**src/rtl/mem_port_arbiter_if.sv**
```systemverilog
// Bus bundle between the pipeline requesters, the shared memory port and the arbiter.
// The arbiter uses the master view; the pipeline/memory environment uses the slave view.
interface mem_port_arbiter_if #(
  parameter int ADDR_W = 32,
  parameter int DATA_W = 32,
  parameter int CNT_W  = 16
);
  // instruction fetch side
  logic              if_req;
  logic [ADDR_W-1:0] if_addr;
  logic              if_ready;
  logic [DATA_W-1:0] if_rdata;
  logic              if_stall;
  // data access side
  logic              dm_req;
  logic              dm_we;
  logic [ADDR_W-1:0] dm_addr;
  logic [DATA_W-1:0] dm_wdata;
  logic              dm_ready;
  logic [DATA_W-1:0] dm_rdata;
  logic              dm_stall;
  // memory port
  logic              mem_req;
  logic              mem_we;
  logic [ADDR_W-1:0] mem_addr;
  logic [DATA_W-1:0] mem_wdata;
  logic              mem_ready;
  logic [DATA_W-1:0] mem_rdata;
  // status
  logic              err;
  logic [CNT_W-1:0]  if_grants;
  logic [CNT_W-1:0]  dm_grants;

  modport master (
    input  if_req, if_addr, dm_req, dm_we, dm_addr, dm_wdata, mem_ready, mem_rdata,
    output if_ready, if_rdata, if_stall, dm_ready, dm_rdata, dm_stall,
           mem_req, mem_we, mem_addr, mem_wdata, err, if_grants, dm_grants
  );

  modport slave (
    output if_req, if_addr, dm_req, dm_we, dm_addr, dm_wdata, mem_ready, mem_rdata,
    input  if_ready, if_rdata, if_stall, dm_ready, dm_rdata, dm_stall,
           mem_req, mem_we, mem_addr, mem_wdata, err, if_grants, dm_grants
  );
endinterface

```
**src/rtl/mem_port_arbiter.sv**
```systemverilog
// Round-robin arbiter sharing one single-port memory between instruction fetch
// and data access, with a bounded wait on the memory handshake.
module mem_port_arbiter #(
  parameter int ADDR_W  = 32,
  parameter int DATA_W  = 32,
  parameter int TIMEOUT = 64,
  parameter int CNT_W   = 16
) (
  input  logic               clk,
  input  logic               reset,
  mem_port_arbiter_if.master bus
);
  localparam logic [1:0] ST_IDLE = 2'd0;
  localparam logic [1:0] ST_BUSY = 2'd1;
  localparam logic [1:0] ST_RESP = 2'd2;

  localparam int WAIT_W = (TIMEOUT > 2) ? $clog2(TIMEOUT) : 1;
  localparam logic [WAIT_W-1:0] WAIT_LAST = WAIT_W'(TIMEOUT - 1);
  localparam logic [CNT_W-1:0]  CNT_MAX   = '1;

  logic [1:0]        state_q, state_d;
  logic              last_dm_q, last_dm_d;   // last grant (and current owner): 1 = MEM, 0 = IF
  logic [WAIT_W-1:0] wait_q, wait_d;
  logic              mem_req_q, mem_req_d;
  logic              mem_we_q, mem_we_d;
  logic [ADDR_W-1:0] mem_addr_q, mem_addr_d;
  logic [DATA_W-1:0] mem_wdata_q, mem_wdata_d;
  logic              if_ready_q, if_ready_d;
  logic              dm_ready_q, dm_ready_d;
  logic [DATA_W-1:0] if_rdata_q, if_rdata_d;
  logic [DATA_W-1:0] dm_rdata_q, dm_rdata_d;
  logic              err_q, err_d;
  logic [CNT_W-1:0]  if_cnt_q, if_cnt_d;
  logic [CNT_W-1:0]  dm_cnt_q, dm_cnt_d;

  // MEM wins unless IF also requests and MEM had the previous grant.
  logic              grant_dm;
  logic [ADDR_W-1:0] sel_addr;
  logic [DATA_W-1:0] resp_data;
  logic              unused_sel_lsbs;

  assign grant_dm        = bus.dm_req && !(bus.if_req && last_dm_q);
  assign sel_addr        = grant_dm ? bus.dm_addr : bus.if_addr;
  assign unused_sel_lsbs = ^sel_addr[1:0];

  always_comb begin
    state_d     = state_q;
    last_dm_d   = last_dm_q;
    wait_d      = wait_q;
    mem_req_d   = mem_req_q;
    mem_we_d    = mem_we_q;
    mem_addr_d  = mem_addr_q;
    mem_wdata_d = mem_wdata_q;
    if_ready_d  = 1'b0;
    dm_ready_d  = 1'b0;
    if_rdata_d  = if_rdata_q;
    dm_rdata_d  = dm_rdata_q;
    err_d       = err_q;
    if_cnt_d    = if_cnt_q;
    dm_cnt_d    = dm_cnt_q;
    resp_data   = '0;

    case (state_q)
      ST_IDLE: begin
        if (bus.if_req || bus.dm_req) begin
          state_d    = ST_BUSY;
          last_dm_d  = grant_dm;
          wait_d     = '0;
          mem_req_d  = 1'b1;
          mem_we_d   = grant_dm && bus.dm_we;
          mem_addr_d = {sel_addr[ADDR_W-1:2], 2'b00};
          if (grant_dm) begin
            mem_wdata_d = bus.dm_wdata;
            if (dm_cnt_q != CNT_MAX) dm_cnt_d = dm_cnt_q + CNT_W'(1);
          end else begin
            if (if_cnt_q != CNT_MAX) if_cnt_d = if_cnt_q + CNT_W'(1);
          end
        end
      end

      ST_BUSY: begin
        // A completing mem_ready wins over the timeout on the same edge.
        if (bus.mem_ready || wait_q == WAIT_LAST) begin
          state_d   = ST_RESP;
          mem_req_d = 1'b0;
          if (bus.mem_ready) resp_data = bus.mem_rdata;
          else               err_d     = 1'b1;
          if (last_dm_q) begin
            dm_ready_d = 1'b1;
            dm_rdata_d = resp_data;
          end else begin
            if_ready_d = 1'b1;
            if_rdata_d = resp_data;
          end
        end else begin
          wait_d = wait_q + WAIT_W'(1);
        end
      end

      ST_RESP: state_d = ST_IDLE;

      default: state_d = ST_IDLE;
    endcase
  end

  always_ff @(posedge clk) begin
    if (reset) begin
      state_q     <= ST_IDLE;
      last_dm_q   <= 1'b0;
      wait_q      <= '0;
      mem_req_q   <= 1'b0;
      mem_we_q    <= 1'b0;
      mem_addr_q  <= '0;
      mem_wdata_q <= '0;
      if_ready_q  <= 1'b0;
      dm_ready_q  <= 1'b0;
      if_rdata_q  <= '0;
      dm_rdata_q  <= '0;
      err_q       <= 1'b0;
      if_cnt_q    <= '0;
      dm_cnt_q    <= '0;
    end else begin
      state_q     <= state_d;
      last_dm_q   <= last_dm_d;
      wait_q      <= wait_d;
      mem_req_q   <= mem_req_d;
      mem_we_q    <= mem_we_d;
      mem_addr_q  <= mem_addr_d;
      mem_wdata_q <= mem_wdata_d;
      if_ready_q  <= if_ready_d;
      dm_ready_q  <= dm_ready_d;
      if_rdata_q  <= if_rdata_d;
      dm_rdata_q  <= dm_rdata_d;
      err_q       <= err_d;
      if_cnt_q    <= if_cnt_d;
      dm_cnt_q    <= dm_cnt_d;
    end
  end

  assign bus.mem_req   = mem_req_q;
  assign bus.mem_we    = mem_we_q;
  assign bus.mem_addr  = mem_addr_q;
  assign bus.mem_wdata = mem_wdata_q;
  assign bus.if_ready  = if_ready_q;
  assign bus.dm_ready  = dm_ready_q;
  assign bus.if_rdata  = if_rdata_q;
  assign bus.dm_rdata  = dm_rdata_q;
  assign bus.err       = err_q;
  assign bus.if_grants = if_cnt_q;
  assign bus.dm_grants = dm_cnt_q;
  assign bus.if_stall  = bus.if_req & ~if_ready_q;
  assign bus.dm_stall  = bus.dm_req & ~dm_ready_q;
endmodule

```
**src/flat_wrapper.sv**
```systemverilog
// flat-port wrapper written by rule: the top's interface ports become plain ports
module mem_port_arbiter_flat 
#(
  parameter int ADDR_W  = 32,
  parameter int DATA_W  = 32,
  parameter int TIMEOUT = 64,
  parameter int CNT_W   = 16
)
  (clk, reset, bus_if_req, bus_if_addr, bus_dm_req, bus_dm_we, bus_dm_addr, bus_dm_wdata, bus_mem_ready, bus_mem_rdata, bus_if_ready, bus_if_rdata, bus_if_stall, bus_dm_ready, bus_dm_rdata, bus_dm_stall, bus_mem_req, bus_mem_we, bus_mem_addr, bus_mem_wdata, bus_err, bus_if_grants, bus_dm_grants);
  mem_port_arbiter_if #(.ADDR_W(ADDR_W), .DATA_W(DATA_W), .CNT_W(CNT_W)) bus_i ();
  input  logic clk;
  input  logic reset;
  input wire logic [$bits(bus_i.if_req)-1:0] bus_if_req;
  input wire logic [$bits(bus_i.if_addr)-1:0] bus_if_addr;
  input wire logic [$bits(bus_i.dm_req)-1:0] bus_dm_req;
  input wire logic [$bits(bus_i.dm_we)-1:0] bus_dm_we;
  input wire logic [$bits(bus_i.dm_addr)-1:0] bus_dm_addr;
  input wire logic [$bits(bus_i.dm_wdata)-1:0] bus_dm_wdata;
  input wire logic [$bits(bus_i.mem_ready)-1:0] bus_mem_ready;
  input wire logic [$bits(bus_i.mem_rdata)-1:0] bus_mem_rdata;
  output wire logic [$bits(bus_i.if_ready)-1:0] bus_if_ready;
  output wire logic [$bits(bus_i.if_rdata)-1:0] bus_if_rdata;
  output wire logic [$bits(bus_i.if_stall)-1:0] bus_if_stall;
  output wire logic [$bits(bus_i.dm_ready)-1:0] bus_dm_ready;
  output wire logic [$bits(bus_i.dm_rdata)-1:0] bus_dm_rdata;
  output wire logic [$bits(bus_i.dm_stall)-1:0] bus_dm_stall;
  output wire logic [$bits(bus_i.mem_req)-1:0] bus_mem_req;
  output wire logic [$bits(bus_i.mem_we)-1:0] bus_mem_we;
  output wire logic [$bits(bus_i.mem_addr)-1:0] bus_mem_addr;
  output wire logic [$bits(bus_i.mem_wdata)-1:0] bus_mem_wdata;
  output wire logic [$bits(bus_i.err)-1:0] bus_err;
  output wire logic [$bits(bus_i.if_grants)-1:0] bus_if_grants;
  output wire logic [$bits(bus_i.dm_grants)-1:0] bus_dm_grants;
  assign bus_i.if_req = bus_if_req;
  assign bus_i.if_addr = bus_if_addr;
  assign bus_i.dm_req = bus_dm_req;
  assign bus_i.dm_we = bus_dm_we;
  assign bus_i.dm_addr = bus_dm_addr;
  assign bus_i.dm_wdata = bus_dm_wdata;
  assign bus_i.mem_ready = bus_mem_ready;
  assign bus_i.mem_rdata = bus_mem_rdata;
  assign bus_if_ready = bus_i.if_ready;
  assign bus_if_rdata = bus_i.if_rdata;
  assign bus_if_stall = bus_i.if_stall;
  assign bus_dm_ready = bus_i.dm_ready;
  assign bus_dm_rdata = bus_i.dm_rdata;
  assign bus_dm_stall = bus_i.dm_stall;
  assign bus_mem_req = bus_i.mem_req;
  assign bus_mem_we = bus_i.mem_we;
  assign bus_mem_addr = bus_i.mem_addr;
  assign bus_mem_wdata = bus_i.mem_wdata;
  assign bus_err = bus_i.err;
  assign bus_if_grants = bus_i.if_grants;
  assign bus_dm_grants = bus_i.dm_grants;
  mem_port_arbiter #(.ADDR_W(ADDR_W), .DATA_W(DATA_W), .TIMEOUT(TIMEOUT), .CNT_W(CNT_W)) u_core (.clk(clk), .reset(reset), .bus(bus_i));
endmodule
```
**config.mk**
```make
export PLATFORM = sky130hd
export DESIGN_NAME = mem_port_arbiter_flat
export DESIGN_NICKNAME = d
export VERILOG_FILES = /design/src/rtl/mem_port_arbiter_if.sv /design/src/rtl/mem_port_arbiter.sv /design/src/flat_wrapper.sv
export SDC_FILE = /design/constraint.sdc
export NUM_CORES = 1
export LEC_CHECK = 0
export ABC_AREA = 1
export BUFFER_PORTS_ARGS = -buffer_cell sky130_fd_sc_hd__buf_2
export CORE_MARGIN = 8
export CORE_UTILIZATION = 49
export CTS_CLUSTER_DIAMETER = 30
export DETAILED_ROUTE_END_ITERATION = 6
export GPL_ROUTABILITY_DRIVEN = 0
export GPL_TIMING_DRIVEN = 0
export PLACE_DENSITY = 0.92
export SLEW_MARGIN = 15
export SYNTH_ARGS = -nofsm -noshare
export SYNTH_HDL_FRONTEND = slang
export SYNTH_SLANG_ARGS = --single-unit
```
**constraint.sdc**
```tcl
create_clock -name clk -period 2.14 [get_ports clk]
set_input_delay 0 -clock clk [delete_from_list [all_inputs] [get_ports clk]]
set_output_delay 0 -clock clk [all_outputs]
set_load 0.05 [all_outputs]
```
==> results_dict.tcl <==
set metrics [dict create \
    ys_ff_latch 172 \
    hold_end "u_core.bus.mem_wdata[31]$_SDFFE_PP0P_" \
    place.port_buffers 293 \
    ys_types 31 \
    grt_pass1_wl_um 46800 \
    worstMarginPinSlew_ps 715 \
    start_util_pct 50.0 \
    rsz0062_at_grt "no" \
    grt_max_degree 17 \
    clk_pin_slew_ps 70 \
    period_minus_slack_ps 2040 \
    tritoncts "done" \
    required_ps 2500 \
    path_max_fanout 10 \
    ant_nets 0 \
    violations "design-rule violations" \
    drt_iter0_markers 839 \
    root_buffer "clkbuf_16" \
    cp-end-kind "flip-flop" \
    critPathTopFamily "buffers and inverters" \
    maxSlewViolCount 0 \
    die_height_um 140 \
    clockBufferDepth 2 \
    clock_latency_ps 430 \
    cts_buffers 17 \
    crit_start "u_core.last_dm_q$_SDFFE_PP0N_" \
    vias 9300 \
    fin_nets 1620 \
    core_area_um2 15100 \
    grt_use_met3_pct 11.8 \
    finalCritPeriodShare_pct 95.4 \
    max_freq_mhz 490 \
    viasPerCell 5.52 \
    critical_path.cell_chain "clkbuf_4, a21oi_4, buf_12, nor2_4, clkbuf_4, nand2_1, a31oi_1, dlygate4sd3_1" \
    relSlewSlack_pct 52.3 \
    r2r_cells 8 \
    antenna_found_initial 1 \
    areaGrowthSynthToFinish_pct 43.8 \
    min_path_cells 4 \
    crit_arrival_ps 2410 \
    ios 301 \
    syn_inst 1067 \
    grt_use_met2_pct 50.2 \
    drt_first_pass_iters 7 \
    cp_slowest_cell "dlygate4sd3_1" \
    setup_ws_ps 97.9 \
    drive_gt1_share_pct 25.8 \
    hold_slack_ps 5.40 \
    place_area_um2 9280 \
    fillers 1066 \
    hold_viol 0 \
    critPathMaxStageDelay_ps 560 \
    r2r-end "u_core.bus.mem_addr[31]$_SDFFE_PP0N_" \
    setup_tns_ps 0 \
    yosysSeqAreaShare_pct 45.5 \
    pre_cts_slack_ps 233 \
    wl_per_cell_um 18.1 \
    critPathBufInv 4 \
    grt.overflow.total 0 \
    dp_hpwl_um 19300 \
    synth.avg_cell_area_um2 7.10 \
    busiest_layer "met2" \
    fin_skew_ps 13.4 \
    status "finished, violations left" \
    syn_area_um2 7580 \
    r2r_slack_ps 100 \
    r2r-start "u_core.last_dm_q$_SDFFE_PP0N_" \
    cts.sinks 172 \
    worst_ir_drop_vdd_mv 0.652 \
    leakagePower_uw 0.00507 \
    grt_pass1_vias 9141 \
    stdcell_area_um2 10900 \
    hold_path_class "input port to flip-flop" \
    min_from "reset" \
    drcViolationCount 10 \
    wl_um 30400 \
    cap_viol_max_count 0 \
    globalRouteTotalUtil_pct 29.6 \
    finalSetupViolCount 0 \
    rows 45 \
    use_met1_pct 30.7 \
    yosysWarningCount 0 \
    die_w_um 140 \
    critPathKind "flip-flop to flip-flop" \
    start_kind "flip-flop" \
    path_common_cell "clkbuf_4" \
    htree_num_levels 4 \
    design.die.area_um2 19700 \
    power_density_nw_per_um2 766 \
]
power by group:
group          switching, uW  leakage, uW  total [uW]  internal [uW]
logic                   1290      0.00340        1860            576
clock network           1370     0.000267        3010           1650
registers               98.5      0.00140        3460           3370
total                   2750      0.00507        8340           5590
flip-flops by register name, summed over array words and instances (netlist names):
name,cells
u_core.bus.dm_grants,16
u_core.wait_q,6
u_core.bus.if_rdata,32
u_core.bus.mem_req,1
u_core.bus.if_grants,16
u_core.state_q,2
u_core.bus.mem_we,1
u_core.bus.mem_addr,30
u_core.bus.err,1
u_core.bus.if_ready,1
u_core.bus.mem_wdata,32
u_core.bus.dm_ready,1
u_core.last_dm_q,1
u_core.bus.dm_rdata,32
cells by family (layout without fill, tap and decap cells):
group / Yosys count / after routing / synth area share [%]
AND/OR/NAND/NOR: 515 / 515 / 28.9
XOR/XNOR: 5 / 5 / 0.578
other: 1 / 3 / 0.0495
adder cells (fa/ha/maj): 3 / 3 / 0.496
AO/OA/AOI/OAI: 225 / 225 / 16.2
flip-flops: 172 / 172 / 45.5
buffers and inverters: 146 / 573 / 8.36
synth_stat cells, drive strengths merged:
| library cell | instances | area, um2 |
|---|---|---|
| o21bai | 29 | 218 |
| ha | 3 | 37.5 |
| inv | 75 | 282 |
| dfxtp | 172 | 3440 |
| buf | 36 | 218 |
| nand3b | 3 | 22.5 |
| o21ai | 71 | 359 |
| nand4 | 41 | 257 |
| clkinv | 1 | 5.00 |
| a22oi | 1 | 7.51 |
| nand3 | 60 | 300 |
| conb | 1 | 3.75 |
| nand2 | 254 | 968 |
| a31oi | 1 | 6.26 |
| a21oi | 123 | 638 |
| xnor2 | 1 | 8.76 |
| clkbuf | 34 | 129 |
| nor2 | 152 | 608 |
| xor2 | 4 | 35.0 |
| nor3b | 2 | 15.0 |
| nor3 | 3 | 15.0 |
tightest hold or removal path: stages:
cell and delay (ps):
buf_2 140, inv_1 110, o21ai_0 90, nor2_1 40
metrics by stage:
stage               total power [uW]  std cells  utilization (%)
floorplan                       4660       1068                -
global placement                5130       1549             61.3
detailed placement              5160       1549             61.3
CTS                             8220       1680             71.6
global route                    8620       1684             71.9
finish                          8340       1684             71.9
placed cells by master (no fill, tap or decap), types with 2 or more instances in the layout:
cell type      Yosys  layout
inv_1             72      72
nor2_4             3       3
buf_4             10      13
nand2_1          248     248
nor3_1             3       3
nand4_1           41      41
nor3b_1            2       2
clkbuf_16          0      17
ha_1               3       3
dfxtp_1          172     172
a21oi_1          121     121
xor2_1             4       4
nand2_2            6       6
clkinv_4           0       4
a21oi_4            2       2
buf_2             24     314
nand3_1           60      60
nand3b_1           3       3
clkbuf_1          33      33
buf_6              2       2
conb_1             1       2
nor2_1           143     143
clkbuf_2           1       3
nor2_2             6       6
inv_2              3       3
o21ai_0           69      69
o21bai_1          29      29
clkbuf_4           0       2
dlygate4sd3_1      0     100
inv_6              0       4
clkinvlp_4         0       2
what timing repair did:
action,CTS,global route
hold buffers,100,0
hold endpoints to repair,125,0
buffers inserted,0,3
endpoints found under the setup margin,0,17
gates resized for setup,0,10
area by class of cell:
cell class	instances	area (um2)	share of cell area [%]
well taps	188	235	2.16
inverters	76	290	2.67
plain buffers	70	357	3.27
multi-input cells	750	3500	32.2
clock inverters	11	111	1.02
clock buffers	20	447	4.10
repair buffers	396	2500	23.0
diodes	1	2.50	0.0230
flip-flops and latches	172	3440	31.6
per-layer routing:
| layer | part of all wire, % | up-vias |
|---|---|---|
| met3 | 11 | 150 |
| met1 | 35 | 4197 |
| li1 | - | 4308 |
| met2 | 48 | 645 |
| met4 | 5.6 | 0 |
| met5 | 0 | - |
worst max path at each step:
| stage | to | slack, ps | cells past startpoint |
|---|---|---|---|
| after floorplan | u_core.bus.if_grants[13]$_SDFFE_PP0P_ | 230 | 10 |
| after global placement | u_core.bus.dm_rdata[12]$_SDFFE_PP0P_ | 270 | 9 |
| after detailed placement | u_core.bus.dm_rdata[27]$_SDFFE_PP0P_ | 230 | 9 |
| after CTS | u_core.bus.mem_addr[31]$_SDFFE_PP0N_ | 30 | 8 |
| after global routing | u_core.bus.mem_addr[31]$_SDFFE_PP0N_ | 7 | 8 |
| final | u_core.bus.mem_addr[31]$_SDFFE_PP0N_ | 100 | 8 |
Power figures use the tool's default switching activity.
